===== src/rtl/fetch_unit_pkg.sv =====
// fetch_unit_pkg: shared fetch-stage width, reset PC default and FSM state encoding.
package fetch_unit_pkg;
  localparam int DEF_WORD_SIZE = 16;
  localparam logic [15:0] DEF_RESET_PC = 16'h0000;
  typedef enum logic [1:0] {
    ST_BOOT  = 2'd0,
    ST_FETCH = 2'd1,
    ST_ISSUE = 2'd2,
    ST_HALT  = 2'd3
  } fetch_state_e;
endpackage


===== src/rtl/fetch_unit_next_pc.sv =====
// fetch_next_pc: combinational next-PC selection; rs_data beats jump target beats taken branch beats pc+1.
module fetch_next_pc
  import fetch_unit_pkg::*;
#(
  parameter int WORD_SIZE = DEF_WORD_SIZE
) (
  input  logic [WORD_SIZE-1:0] pc,
  input  logic [WORD_SIZE-1:0] inst,
  input  logic [WORD_SIZE-1:0] rs_data,
  input  logic                 pc_src1,
  input  logic                 pc_src2,
  input  logic                 branch_taken,
  output logic [WORD_SIZE-1:0] next_pc,
  output logic [WORD_SIZE-1:0] pc_plus1
);
  logic [WORD_SIZE-1:0] jmp_target;
  logic [WORD_SIZE-1:0] br_target;
  assign pc_plus1   = pc + WORD_SIZE'(1);
  assign jmp_target = {pc_plus1[WORD_SIZE-1:12], inst[11:0]};
  assign br_target  = pc_plus1 + {{(WORD_SIZE-8){inst[7]}}, inst[7:0]};
  assign next_pc    = pc_src2 ? rs_data : pc_src1 ? jmp_target : branch_taken ? br_target : pc_plus1;
endmodule


===== src/rtl/fetch_unit.sv =====
// fetch_unit: owns the PC, fetches over a req/ready handshake, presents the instruction register to decode
// and advances the PC with decode's redirect on acknowledge; stops for good on an acknowledged HLT.
module fetch_unit
  import fetch_unit_pkg::*;
#(
  parameter int                   WORD_SIZE = DEF_WORD_SIZE,
  parameter logic [WORD_SIZE-1:0] RESET_PC  = '0
) (
  input  logic                 clk,
  input  logic                 reset,
  output logic                 i_readM,
  output logic [WORD_SIZE-1:0] i_address,
  input  logic [WORD_SIZE-1:0] i_data,
  input  logic                 i_ready,
  output logic [WORD_SIZE-1:0] inst,
  output logic                 inst_valid,
  input  logic                 inst_ack,
  input  logic                 pc_src1,
  input  logic                 pc_src2,
  input  logic                 branch_taken,
  input  logic [WORD_SIZE-1:0] rs_data,
  input  logic                 halt,
  output logic [WORD_SIZE-1:0] pc_plus1,
  output logic [WORD_SIZE-1:0] num_inst
);
  fetch_state_e         state_q, state_d;
  logic [WORD_SIZE-1:0] pc_q, pc_d;
  logic [WORD_SIZE-1:0] ir_q, ir_d;
  logic [WORD_SIZE-1:0] cnt_q, cnt_d;
  logic [WORD_SIZE-1:0] next_pc;

  fetch_next_pc #(.WORD_SIZE(WORD_SIZE)) u_next_pc (
    .pc          (pc_q),
    .inst        (ir_q),
    .rs_data     (rs_data),
    .pc_src1     (pc_src1),
    .pc_src2     (pc_src2),
    .branch_taken(branch_taken),
    .next_pc     (next_pc),
    .pc_plus1    (pc_plus1)
  );

  always_ff @(posedge clk or posedge reset) begin
    if (reset) begin
      state_q <= ST_BOOT;
      pc_q    <= RESET_PC;
      ir_q    <= '0;
      cnt_q   <= '0;
    end else begin
      state_q <= state_d;
      pc_q    <= pc_d;
      ir_q    <= ir_d;
      cnt_q   <= cnt_d;
    end
  end

  // Inputs not belonging to the current state are simply never looked at.
  always_comb begin
    state_d = state_q;
    pc_d    = pc_q;
    ir_d    = ir_q;
    cnt_d   = cnt_q;
    case (state_q)
      ST_BOOT:  state_d = ST_FETCH;
      ST_FETCH: if (i_ready) begin
        ir_d    = i_data;
        state_d = ST_ISSUE;
      end
      ST_ISSUE: if (inst_ack) begin
        pc_d    = next_pc;
        cnt_d   = cnt_q + WORD_SIZE'(1);
        state_d = halt ? ST_HALT : ST_FETCH;
      end
      default:  state_d = ST_HALT;
    endcase
  end

  assign i_readM    = (state_q == ST_FETCH);
  assign inst_valid = (state_q == ST_ISSUE);
  assign i_address  = pc_q;
  assign inst       = ir_q;
  assign num_inst   = cnt_q;
endmodule

===== config.mk =====
export PLATFORM = sky130hd
export DESIGN_NAME = fetch_unit
export DESIGN_NICKNAME = d
export VERILOG_FILES = /design/src/rtl/fetch_unit_pkg.sv /design/src/rtl/fetch_unit_next_pc.sv /design/src/rtl/fetch_unit.sv
export SDC_FILE = /design/constraint.sdc
export NUM_CORES = 1
export LEC_CHECK = 0
export CORE_ASPECT_RATIO = 1.2
export CORE_MARGIN = 1.5
export CORE_UTILIZATION = 49
export CTS_BUF_LIST = sky130_fd_sc_hd__clkbuf_8
export DETAILED_ROUTE_END_ITERATION = 12
export PLACE_DENSITY = 0.79
export SYNTH_ARGS = -nofsm -noshare
export SYNTH_HDL_FRONTEND = slang
export SYNTH_SLANG_ARGS = --single-unit

===== constraint.sdc =====
create_clock -name clk -period 3.45 [get_ports clk]
set_input_delay 0.8625 -clock clk [delete_from_list [all_inputs] [get_ports clk]]
set_output_delay 0.8625 -clock clk [all_outputs]
set_load 0.01 [all_outputs]

[Yosys cells after proc, flatten, opt, wreduce, memory -nomap -nowiden]
Cells that the tools add are included.
Storage, ports and cells
  register bits after elaboration: 50
  output and inout bits: 66
  input bits: 40
  logic and storage cells: 22
Cells by class
  eq/ne operators: 4
  muxes and demuxes: 7
  reductions and logical operators: 4
  $add $sub $neg: 3
Operators by type and width (number)
  $mux 16: 3
  $add 16x1->16 const B: 2
  $add 16x16->16: 1
  $mux 2: 3
  $pmux 2 s3: 1
  $reduce_and 2->1: 3
  $ne 2x1->1 const B: 2
  $eq 2x1->1 const B: 1
  $eq 2x2->1 const B: 1
  $logic_not 2->1: 1

[Logic depth before layout (Yosys ltp)]
Gate-level depths: netlist of run 1.
  depth in word-level cells: 5
  mapped depth: 12
  mapped depth without buffers: 12

[Cells and area by module]
From an unflattened synthesis of run 1, not the netlist that was laid out.
Second synthesis, totals
  cells, all modules: 376
  area, all modules: 3463.3 um^2
By module, submodules not included
  fetch_unit: seq. area each 1251.2 um^2, instances 1, area an instance 2014.4 um^2, cells each 171
  fetch_next_pc: seq. area each 0.0 um^2, instances 1, area an instance 1448.9 um^2, cells each 205

[Worst setup path after synthesis of run 1]
Ideal clock, no wire load.
  kind: register -> register
  from: register pc_q[0], in the netlist i_address[0]
  to: register pc_q[15], in the netlist i_address[15]
  library setup time: 104 ps
  slack: 662 ps
  arrival: 2684 ps
  stages on the path, launching flop included: 13
  path buffers: 0
  required time: 3346 ps
  period minus slack after synthesis: 2788 ps
  cell sequence: dfrtp_1 ha_1 nand2_1 nor2_1 and4_1 xor2_1 ha_1 a21o_1 a31o_2 nor2_1 a21oi_1 xnor2_1 o311ai_1
On the way
  word-level cells in the longest chain between the ends: 5
RTL lines
  from (decl): RTL line fetch_unit.sv:27  | logic [WORD_SIZE-1:0] pc_q, pc_d;
  from (signal assigned): RTL line fetch_unit.sv:51  | pc_q <= pc_d;
  $add 16x1->16: RTL line fetch_unit_next_pc.sv:18  | assign pc_plus1 = pc + WORD_SIZE'(1);
  via pc_plus1[10]: RTL line fetch_unit.sv:23  | output logic [WORD_SIZE-1:0] pc_plus1,
  $add 16x16->16: RTL line fetch_unit_next_pc.sv:20  | assign br_target = pc_plus1 + {{(WORD_SIZE-8){inst[7]}}, inst[7:0]};
  $mux 16 (3 in series): RTL line fetch_unit_next_pc.sv:21  | assign next_pc = pc_src2 ? rs_data : pc_src1 ? jmp_target : branch_taken ? br_target : pc_plus1;
The timed path passes the listed nets, and every way through them passes these cells.
A chain may end at the register's enable or synchronous reset.

[Worst setup path in the final report of run 1]
  from: register pc_q[0], in the netlist i_address[0]
  to: output port pc_plus1[10]
On the way
  word-level cells in the longest chain between the ends: 1
RTL lines (RTL line)
  $add 16x1->16: fetch_unit_next_pc.sv:18
  to (decl): fetch_unit.sv:23
No other way between the ends.

==> results of run 1 <==
[final cells by class]
cell class                      instances  share of cell area [%]
Clock buffer                            5                    1.46
Clock inverter                          3                   0.611
Inverter                               15                    1.20
Multi-Input combinational cell        292                    44.4
Sequential cell                        50                    26.6
Tap cell                               87                    2.31
Timing Repair Buffer                  112                    23.4
[cells in the mapped netlist, types with 2 or more instances]
cell type,n,area [um2]
a41oi_1,3,26.3
a31o_2,5,43.8
nand4_1,3,18.8
o31a_1,3,26.3
nand3_1,14,70.1
a211oi_1,2,15.0
mux2_2,16,180
mux2i_1,2,20.0
and4_1,5,43.8
o21ai_0,23,115
nor2_1,27,101
a31oi_1,5,31.3
nor4_1,2,12.5
and3_1,11,68.8
o211ai_1,7,52.6
nand2_1,31,116
inv_1,14,52.6
o22ai_1,3,18.8
o21a_1,2,15.0
a221oi_1,2,17.5
dfrtp_1,50,1250
nand4_4,2,42.5
xor2_1,19,166
a21oi_1,22,110
nor3_1,10,50.1
ha_1,21,263
xnor2_1,21,184
nand2b_1,2,12.5
clkbuf_1,10,37.5
nor2b_1,4,25.0
a21o_1,8,60.1
[cell families after synthesis]
family / synth area share [%]
AND/OR/NAND/NOR: 18.1
AO/OA/AOI/OAI: 17.8
flip-flops: 36.4
XOR/XNOR: 10.7
buffers and inverters: 2.88
adder cells (fa/ha/maj): 8.24
multiplexers: 5.83
[worst reg2reg max path, stage by stage, from the launching register on]
cell      delay [ns]
dfrtp_1         0.46
ha_1            0.24
nand2_1         0.11
nor2_1          0.21
and4_1          0.25
xor2_1          0.32
ha_1            0.38
a21o_1          0.19
a31o_2          0.24
nor2_1          0.11
a21oi_1         0.11
xnor2_1         0.14
o311ai_1        0.27
[repair_timing]
item	CTS	global route
setup endpoints to repair	0	1
gates resized for setup	0	1
buffers inserted	0	0
[routing by layer]
| metal | GRT usage (%) | wire, um | up-vias |
|---|---|---|---|
| met3 | 5.80 | 679 | 18 |
| met5 | 0 | 0 | - |
| li1 | - | - | 1547 |
| met2 | 45.8 | 4930 | 153 |
| met4 | 9.94 | 208 | 0 |
| met1 | 34.6 | 4100 | 1574 |
[state kept, by name, indices dropped and copies added (netlist names)]
signal,flops
state_q,2
num_inst,16
inst,16
i_address,16
[how the worst max path moves through the flow]
stage                 startpoint            end  cells after the start
finish              i_address[0]   pc_plus1[10]                      6
global route        i_address[0]   pc_plus1[10]                      6
global placement    i_address[0]  i_address[15]                     12
floorplan           i_address[0]  i_address[15]                     12
CTS                 i_address[0]   pc_plus1[10]                      6
detailed placement  i_address[0]  i_address[15]                     12
[per-stage QoR]
step	setup WS [ns]	total power (W)	util, %	area (um2)
2_1_floorplan	0.662	0.00133	-	3430
3_3_place_gp	0.569	0.00177	67.6	4600
3_5_place_dp	0.422	0.00178	67.6	4600
4_1_cts	0.106	0.00217	69.0	4700
5_1_grt	0.0209	0.00229	69.1	4710
6_report	0.0899	0.00217	69.1	4710
[power groups by stage]
| stage | combinational (W) | clock [W] | sequential [W] |
|---|---|---|---|
| floorplan | 0.000525 | 0 | 0.000804 |
| global placement | 0.000985 | 0 | 0.000787 |
| detailed placement | 0.000993 | 0 | 0.000790 |
| CTS | 0.00100 | 0.000383 | 0.000780 |
| global route | 0.00109 | 0.000402 | 0.000796 |
| finish | 0.00101 | 0.000382 | 0.000783 |
==> metrics, run 1 <==
Seq. cell area=1250 um2; Wirelength per Cell=17.6 um; P_int=0.00133 W; drt total wl=9.91 mm; r2r startpoint=i_address[0]; 1st-pass router iterations=5; pwr dens=462 nW/um2; post-synthesis async set-or-reset flop share=100%; Crit path arrival time=2.50 ns; Max Clock Skew=0.0140 ns; DR vias/cell=5.84; DRC=0; hold path cells=1; Reg clk slew, reported paths=0.11 ns; initial antenna violation count=0; gpl congestion=0.943; fin. max-slew vios=0; number of fill cells=544; most common cell after layout, fill and taps aside=clkdlybuf4s50_1; nature of the critical path endpoint=output port; worst hold margin=0.482 ns; Synth Instances=368; Clock Power Share=17.6%; register area share after synthesis=36.4%; RSZ-0062 raised after global routing=no; Multi-input gate area=2090 um2; Post-synth EDFFs=0; die width=79.4 um; Detail Placement HPWL=7.61 mm; H-Tree Level Count=2; die area=7520 um2; # setup viols final=0; Mapped Nets=430; DRT antenna net count=0; first-pass GRT wire length=15.9 mm; # nets final=538; FP Rows=33; Fin Setup TNS=0 ns; CTS sink cnt=50; worst reg2reg path depth=12; worst path buffer plus inverter count=1; commonest cells after routing, fill and taps aside=clkdlybuf4s50_1, dfrtp_1, nand2_1; HP Class=flip-flop to flip-flop; fin crit share=97.4%; reg-to-reg endpoint=i_address[15]; R2R setup slack=0.34 ns; crit-path max FO=5; n_diodes=0; status=completed; clock root buffer=clkbuf_8; Skew-Pair Late Insertion Delay=0.32 ns; Area Overhead vs Synth=37.1%; Reg power frac=36.0%; Ports=106; routed via count=3292; Slew headroom=50.0%; CP Launch Type=flip-flop; Core ar.=6810 um2; Min-Delay Startpoint=num_inst[15]; total track usage=27.3%; Tmin final=3.36 ns; final hold vios=0; CTS tree=yes; Setup Crit Path Kind=flip-flop to output port; worst ir drop on vdd=0.285 mV; number of global-route vias before repair=3202; clock tree buffer depth=2; post-route insts no fill=564; Sw Pwr=0.000847 W; IO buf count=105; DR iter-0 viols=296; average size of a mapped cell=9.33 um2; Yosys cell types=50; FF+latch count, synth=50; chip height=94.7 um; Initial Utilization=50.4%; Top FF cell, synth=dfrtp_1; Max-cap violations=0; combinational fraction of design power=46.4%; dpl cells=556; WP data required=2.59 ns; crit-path leading delay family=buffers and inverters; WHS Endpoint=num_inst[15]; Sw Ratio=39.0%; CTS Buf Count=5; Synth Warn #=0; proportion of layout cells with a drive suffix above 1=9.22%; Tightest Pin Transition=0.748 ns; slowest CP cell=clkdlybuf4s50_1; FMAX=298 MHz; Cell Chain, Critical Path=ha_1 > nand2_1 > nor2_1 > and4_1 > xor2_1 > clkdlybuf4s50_1; Leak=2.15 nW; GR Overflow Total=0; slowest cell delay on critical path=0.61 ns; Hold-fix buffers, CTS=0; largest net degree at the start of global routing=23; post-synthesis cell area=3430 um2
Power figures use the tool's default switching activity.
==> run 2, diff against run 1 <==
- REMOVE_ABC_BUFFERS: not set -> 1
==> metrics, run 2 (synthesis gave the netlist of run 1 again) <==
status=completed; FP Rows=33 (unchanged); clock tree buffer depth=2 (unchanged); Design Area, Final=4730 um2 (+0.40%); DP Area=4610 um2 (+0.16%); Wirelength per Cell=17.6 um (about the same); Ports=106 (unchanged); WHS Endpoint=num_inst[15]; Tmin final=3.34 ns (-0.0227 ns); Slew headroom=48.5% (-1.5 points); worst reg2reg path depth=12 (unchanged); most common cell after layout, fill and taps aside=clkdlybuf4s50_1; commonest cells after routing, fill and taps aside=clkdlybuf4s50_1, dfrtp_1, nand2_1; Leak=2.16 nW (+0.65%); hold path cells=1 (unchanged); R2R setup slack=0.34 ns (about the same); P_int=0.00140 W (+5.4%); Clock Power Share=19.7% (+2.1 points); Initial Utilization=50.4% (unchanged); Fin Setup TNS=0 ns (unchanged); Hold-fix buffers, CTS=0 (unchanged); chip height=94.7 um (unchanged); routed via count=3239 (-1.6%); dpl cells=557 (+0.18%); Reg power frac=35.1% (-0.9 points); crit-path max FO=5 (unchanged); pwr dens=471 nW/um2 (+2.1%); Reg clk slew, reported paths=0.10 ns (about the same); CTS tree=yes; 1st-pass router iterations=4 (-1); gpl congestion=0.946 (+0.30%); DR iter-0 viols=179 (-40%); CTS sink cnt=50 (unchanged); CP Launch Type=flip-flop; DRT antenna net count=0 (unchanged); Tightest Pin Transition=0.771 ns (+0.0223 ns); # setup viols final=0 (unchanged); final hold vios=0 (unchanged); worst hold margin=0.487 ns (+0.00486 ns); Max-cap violations=0 (unchanged); Crit path arrival time=2.47 ns (-0.03 ns); fin crit share=96.7% (-0.66 points); Skew-Pair Late Insertion Delay=0.31 ns (about the same); die width=79.4 um (unchanged); combinational fraction of design power=45.2% (-1.2 points); Min-Delay Startpoint=num_inst[15]; clock root buffer=clkbuf_8; Sw Pwr=0.000830 W (-2.0%); H-Tree Level Count=2 (unchanged); fin. max-slew vios=0 (unchanged); proportion of layout cells with a drive suffix above 1=9.21% (-0.019 points); GR Overflow Total=0 (unchanged); Detail Placement HPWL=7.75 mm (+1.8%); total track usage=26.9% (-0.37 points); DR vias/cell=5.73 (-1.8%); total power=0.00223 W (+2.5%); die area=7520 um2 (unchanged); first-pass GRT wire length=15.6 mm (-2.4%); WP data required=2.59 ns (about the same); number of global-route vias before repair=3104 (-3.1%); post-route insts no fill=565 (+0.18%); drt total wl=9.93 mm (+0.18%); largest net degree at the start of global routing=31 (+35%); DRC=0 (unchanged); worst ir drop on vdd=0.288 mV (+0.85%); # Post-CTS Setup Buffers=0 (unchanged); Max Clock Skew=0.00477 ns (-0.00920 ns); Core ar.=6810 um2 (unchanged); IO buf count=105 (unchanged); r2r startpoint=i_address[0]; FMAX=300 MHz (+0.68%); CTS Buf Count=5 (unchanged); initial antenna violation count=0 (unchanged); Setup Crit Path Kind=flip-flop to output port; HP Class=flip-flop to flip-flop; # nets final=539 (+0.19%); Area Overhead vs Synth=37.7%; Sw Ratio=37.3% (-1.7 points); n_diodes=0 (unchanged); reg-to-reg endpoint=i_address[15]; RSZ-0062 raised after global routing=no; nature of the critical path endpoint=output port; post-CTS sizing=0 (unchanged)
==> run 2: power groups by stage <==
stage | clock (W) | sequential, W | combinational [W]
finish | 0.000439 | 0.000782 | 0.00101
global route | 0.000466 | 0.000794 | 0.00109
CTS | 0.000446 | 0.000780 | 0.00100
detailed placement | 0 | 0.000790 | 0.000997
global placement | 0 | 0.000788 | 0.000974
floorplan | 0 | 0.000804 | 0.000519
==> run 2: worst max-delay path, stage by stage (launching register included) <==
cell             delay, ns
dfrtp_1               0.44
ha_1                  0.23
nand2_1               0.13
nor2_1                0.21
and4_1                0.23
xor2_1                0.32
clkdlybuf4s50_1       0.61
==> run 2: how the worst max path moves through the flow <==
stage / start / endpoint / slack [ns] / depth (start not counted)
after floorplan: i_address[0] / i_address[15] / 0.66 / 12
after global placement: i_address[0] / i_address[15] / 0.40 / 12
after detailed placement: i_address[0] / i_address[15] / 0.42 / 12
after CTS: i_address[0] / pc_plus1[10] / 0.13 / 6
after global routing: i_address[0] / pc_plus1[10] / 0.02 / 6
final: i_address[0] / pc_plus1[10] / 0.11 / 6
==> run 2: cell type report <==
class / instances / area (um2)
flip-flops and latches: 50 / 1250
clock buffers: 5 / 68.8
fillers: 569 / 2090
multi-input cells: 292 / 2080
repair buffers: 113 / 1110
clock inverters: 3 / 47.5
well taps: 87 / 109
inverters: 15 / 56.3
==> run 2: stage by stage <==
step,util (%),setup WS [ns]
2_1_floorplan,-,0.661
6_report,69.4,0.113
5_1_grt,69.4,0.0156
4_1_cts,69.4,0.128
3_3_place_gp,67.7,0.401
3_5_place_dp,67.7,0.424
==> run 2: layer usage <==
layer | vias to the layer above | GRT usage [%] | wire length [um]
li1 | 1556 | - | -
met5 | - | 0 | 0
met1 | 1555 | 33.8 | 4090
met3 | 22 | 4.54 | 558
met2 | 106 | 46.2 | 5020
met4 | 0 | 10.4 | 257
==> run 3, diff against run 2 <==
- ABC_AREA: not set -> 1
- CORE_UTILIZATION: 49 -> 50
==> metrics, run 3 <==
post-synthesis async set-or-reset flop share=100% (unchanged); Hold-fix buffers, CTS=0 (unchanged); top cell type's share of synthesized area=33.3% (-3.1 points); clock tree buffer depth=2 (unchanged); clock root buffer=clkbuf_8; Cell Chain, Critical Path=ha_1 > nand2_1 > inv_1 > nand2_1 > nor2_1 > nand2_1 > o21bai_1 > nand2_1 > inv_1 > clkdlybuf4s50_1; FP Rows=34 (+3.0%); DRC=0 (unchanged); Tightest Pin Transition=0.584 ns (-0.187 ns); worst path buffer plus inverter count=3 (+2); register area share after synthesis=33.3% (-3.1 points); CTS sink cnt=50 (unchanged); Max-cap violations=0 (unchanged); Worst Setup Slack, final=0.289 ns (+0.176 ns); commonest cells after routing, fill and taps aside=nand2_1, clkdlybuf4s50_1, inv_1; CTS tree=yes; DP Area=4940 um2 (+7.1%); Post-Place Setup Slack=0.624 ns (+0.201 ns); fin. max-slew vios=0 (unchanged); die area=8040 um2 (+6.9%); Leak=2.59 nW (+19%); CP Launch Type=flip-flop; first-pass GRT wire length=17.4 mm (+12%); # Post-CTS Setup Buffers=0 (unchanged); fin crit share=91.6% (-5.1 points); # setup viols final=0 (unchanged); Setup Crit Path Kind=flip-flop to output port; most common cell after layout, fill and taps aside=nand2_1; Reg clk slew, reported paths=0.09 ns (about the same); DRT antenna net count=0 (unchanged); 1st-pass router iterations=5 (+1); most frequent cell after synthesis=nand2_1; status=completed; H-Tree Level Count=2 (unchanged); routed via count=3850 (+19%); Sw Pwr=0.00208 W (+150%); top cells by area, synth=dfrtp_1, nand2_1, ha_1; GR Overflow Total=0 (unchanged); slowest cell delay on critical path=0.54 ns (-0.07 ns); Slew headroom=61.1% (+13 points); Synth Instances=532 (+45%); initial antenna violation count=0 (unchanged); Max Clock Skew=0.00968 ns (+0.00491 ns); slowest CP cell=clkdlybuf4s50_1; post-CTS sizing=0 (unchanged); Skew-Pair Late Insertion Delay=0.30 ns (about the same); CTS Buf Count=5 (unchanged); FMAX=316 MHz (+5.6%); Sw Ratio=46.0% (+8.8 points); Clock Power Share=11.3% (-8.4 points); HP Class=flip-flop to flip-flop; Wirelength per Cell=14.4 um (-18%); Tmin final=3.16 ns (-0.176 ns); Detail Placement HPWL=8.39 mm (+8.3%); worst ir drop on vdd=0.496 mV (+72%); Top FF cell, synth=dfrtp_1; DR vias/cell=5.25 (-8.4%); Design Area, Final=5080 um2 (+7.4%); Post-synth EDFFs=0 (unchanged); proportion of layout cells with a drive suffix above 1=7.31% (-1.9 points); FF+latch count, synth=50 (unchanged); worst hold margin=0.489 ns (+0.00238 ns); Fin Setup TNS=0 ns (unchanged); Yosys cell types=35 (-30%); largest net degree at the start of global routing=29 (-6.5%); n_diodes=0 (unchanged); hold path cells=1 (unchanged); WP data required=2.59 ns (about the same); Area Overhead vs Synth=35.3%; P_int=0.00244 W (+75%); crit-path max FO=5 (unchanged); post-synth top area cell=dfrtp_1; post-synthesis cell area=3750 um2 (+9.3%); crit-path leading delay family=buffers and inverters; Crit path arrival time=2.30 ns (-0.17 ns); CP Depth=10 (+4); nature of the critical path endpoint=output port; Ports=106 (unchanged); Core ar.=7270 um2 (+6.8%); number of global-route vias before repair=3822 (+23%); DR iter-0 viols=198 (+11%); pwr dens=892 nW/um2 (+89%); worst reg2reg path depth=18 (+6); final hold vios=0 (unchanged); IO buf count=105 (unchanged); average size of a mapped cell=7.05 um2 (-24%); Initial Utilization=51.6% (+1.2 points); # nets final=704 (+31%); synth cell count leaders=nand2_1, inv_1, nor2_1, dfrtp_1, nand3_1; drt total wl=10.5 mm (+6.0%); critical path's most frequent cell=nand2_1; die width=82.1 um (+3.4%); number of fill cells=630 (+11%); chip height=97.9 um (+3.4%); combinational fraction of design power=65.4% (+20 points); RSZ-0062 raised after global routing=no; total track usage=27.6% (+0.67 points); gpl congestion=0.902 (-4.7%); Synth Warn #=0 (unchanged); Reg power frac=23.3% (-12 points)
-- run 3: cell types whose count changed after synthesis, moves of 5 or more --
cell / before / now
nand2_1: 31 / 159
a21o_1: 8 / 3
nor3_1: 10 / 2
inv_1: 14 / 70
nand3_1: 14 / 30
and4_1: 5 / 0
nor2_1: 27 / 68
xnor2_1: 21 / 6
and3_1: 11 / 0
o211ai_1: 7 / 2
-- run 3: per-layer routing --
layer	vias to the layer above	track usage, %	part of all wire, %
li1	1897	-	-
met4	0	8.47	1.8
met1	1810	32.8	41
met2	126	48.9	52
met5	-	0	0
met3	17	5.51	5.5
-- run 3: per-stage QoR --
| stage | power, W | utilization [%] | std cells |
|---|---|---|---|
| 2_1_floorplan | 0.00283 | - | 522 |
| 3_3_place_gp | 0.00389 | 67.9 | 725 |
| 3_5_place_dp | 0.00399 | 67.9 | 725 |
| 4_1_cts | 0.00452 | 69.8 | 733 |
| 5_1_grt | 0.00491 | 69.8 | 733 |
| 6_report | 0.00453 | 69.8 | 733 |
-- run 3: power groups by stage --
stage / clock, W / sequential [W] / combinational (W)
floorplan: 0 / 0.00110 / 0.00173
CTS: 0.000520 / 0.00105 / 0.00294
finish: 0.000510 / 0.00106 / 0.00296
global placement: 0 / 0.00106 / 0.00284
detailed placement: 0 / 0.00107 / 0.00292
global route: 0.000543 / 0.00109 / 0.00328
-- run 3: kinds of logic after synthesis --
group	share of synthesized area, %
muxes	4.50
adders and majority gates	7.54
DFF	33.3
AOI/OAI and AO/OA	9.00
xor gates and xnor gates	5.84
and+or+nand+nor	31.5
buffers and inverters	8.27
-- run 3: final cells by class --
class                           instances  area, um2  share of cell area (%)
Clock buffer                            6       82.6                    1.63
Clock inverter                          2       60.1                    1.18
Inverter                               72        270                    5.32
Multi-Input combinational cell        400       2190                    43.1
Sequential cell                        50       1250                    24.6
Tap cell                               90        113                    2.22
Timing Repair Buffer                  113       1110                    21.9
-- run 3: worst reg2reg max path, stage by stage, from the launching register on --
cell and delay [ns]:
dfrtp_1 0.41, ha_1 0.19, nand2_1 0.09, inv_1 0.11, nand2_1 0.07, nor2_1 0.17, inv_1 0.07, nand2_1 0.10
inv_1 0.08, ha_1 0.34, nand2_1 0.15, inv_1 0.05, a21oi_1 0.14, nand2_1 0.15, xor2_1 0.18, o21ai_0 0.16
nand2_1 0.07, nand2_1 0.06, o21ai_0 0.07
-- run 3: final timing paths --
check,start,to,slack [ns]
max,i_address[1],pc_plus1[10],0.29
min reg2reg,num_inst[15],num_inst[15],0.49
max in group asynchronous,reset,inst[10],2.06
max reg2reg,i_address[1],i_address[7],0.68
min in group asynchronous,reset,inst[3],0.82
min,num_inst[15],num_inst[15],0.49
==> patch (flow settings as in run 1) <==
Re-encode `fetch_state_e` (4 states) as Gray code, 2 bits wide.
--- a/src/rtl/fetch_unit_pkg.sv
+++ b/src/rtl/fetch_unit_pkg.sv
@@ -4,8 +4,8 @@
   localparam logic [15:0] DEF_RESET_PC = 16'h0000;
   typedef enum logic [1:0] {
-    ST_BOOT  = 2'd0,
-    ST_FETCH = 2'd1,
-    ST_ISSUE = 2'd2,
-    ST_HALT  = 2'd3
+    ST_BOOT  = 2'b00,
+    ST_FETCH = 2'b01,
+    ST_ISSUE = 2'b11,
+    ST_HALT  = 2'b10
   } fetch_state_e;
 endpackage
Function: no difference found for any inputs over 10 cycles, from zero or initial values and one cycle with reset high; not proved beyond that.
==> patch against run 1 <==
  * Area after synthesis is 1.6% lower
  * Worst setup slack better by 66 ps
  * First-iteration DRC count is 36% lower
  * Highest routed layer unchanged
  * Die area is 1.6% lower
  * Critical path type unchanged
  * Via count is 3.4% lower
  * Maximum frequency is 2.0% higher
  * Global-route usage is 1.6 points lower
  * Wire length is 6.7% lower
  * Sequential cell count stayed put
  * Hold slack better by 9.3 ps
  * Final area is 1.5% lower
Power is not compared: it rests on default switching activity, and its combinational part moved more than twofold at a synthesized area within 25%.
==> patch: results (changes against run 1) <==
----------------------------------------------------
[Status]
  Outcome ... finished clean (unchanged)

[GRT]
  Global-route wire length before repair ... 15.01 mm (was 15.94 mm)
  Pin count of the biggest net entering global routing ... 26 (was 23)
  Vias in the first global route ... 3131 (was 3202)
  Global-route usage over all layers ... 25.74% (was 27.30%)

[Final layout]
  Fraction of final layout cells with drive strength greater than 1 ... 9.283% (was 9.224%)
  Layout net count ... 535 (was 538)

[Setup path]
  Data arrival time at the worst-slack endpoint ... 2430 ps (was 2500 ps)
  Crit Reg-Reg Startpoint ... i_address[1] (was i_address[0])
  Source of the critical timing path ... i_address[2] (was i_address[0])
  Worst Reg-to-Reg Cells ... 13 (was 12)

[Route]
  Routed wire length ... 9.243 mm (was 9.908 mm)
  Length of the first detailed-routing pass in iterations ... 4 (was 5)
  Initial DRC count ... 190 (was 296)
  Post-detailed-route via-to-cell ratio ... 5.687 (was 5.837)

[Yosys]
  Commonest cells in the netlist ... 50 x dfrtp_1, 42 x nand2_1, 28 x nor2_1, 28 x xnor2_1, 25 x a21oi_1 (was 50 x dfrtp_1, 31 x nand2_1, 27 x nor2_1)
  Largest cells by area after synthesis ... dfrtp_1 37%, ha_1 7.8%, xnor2_1 7.3% (was dfrtp_1 36%, ha_1 7.7%, xnor2_1 5.4%)
  Number of distinct library cells after synthesis ... 45 (was 50)
  Part of the Yosys area used for sequential elements ... 37.05% (was 36.44%)
  Net count after synthesis ... 426 (was 430)

[Power]
  Power share of the combinational group ... 65.5%

[Placement]
  Setup slack at placement ... 344.9 ps (was 422.0 ps)
  Last weighted congestion value of the routability-driven placer ... 0.8904 (was 0.9432)
  Post-detailed-placement half-perimeter wirelength ... 7.156 mm (was 7.612 mm)

[STA]
  Period Utilization, post-route ... 95.50% (was 97.40%)

----------------------------------------------------
[patch: critical path: cells and delay by family (launching register included)]
kind | cells | cell delay [ps]
XOR/XNOR | 1 | 290
buffers and inverters | 1 | 600
flip-flops | 1 | 480
AND/OR/NAND/NOR | 3 | 760
[patch: cell type report]
type / instances / area, sq um / area share (%)
Sequential cell: 50 / 1251 / 26.99
Clock buffer: 6 / 82.58 / 1.781
Clock inverter: 2 / 16.27 / 0.3509
Inverter: 10 / 37.54 / 0.8097
Multi-Input combinational cell: 292 / 2023 / 43.64
Tap cell: 85 / 106.4 / 2.294
Timing Repair Buffer: 114 / 1119 / 24.13
[patch: metal layers]
metal / wire length (um) / global-route usage [%] / vias up
met4: 230 / 8.482 / 0
li1: - / - / 1520
met1: 3784 / 32.30 / 1526
met3: 595 / 5.146 / 19
met5: 0 / 0 / -
met2: 4632 / 44.11 / 114
[patch: per-stage QoR]
step | cells | hold slack [ps] | area (sq um)
global placement | 551 | 459.6 | 4527
finish | 559 | 491.0 | 4636
CTS | 559 | 495.2 | 4626
floorplan | 364 | 459.6 | 3377
detailed placement | 551 | 482.3 | 4527
global route | 559 | 521.5 | 4636
[patch: cells by family (layout without fill, tap and decap cells)]
logic type / after synthesis / in the layout / share of synthesized area, %
buffers and inverters: 22 / 132 / 3.334
adders and majority gates: 22 / 22 / 8.373
muxes: 19 / 19 / 6.224
and+or+nand+nor: 126 / 126 / 18.30
xor gates and xnor gates: 41 / 41 / 10.86
AOI/OAI and AO/OA: 84 / 84 / 15.86
DFF: 50 / 50 / 37.05
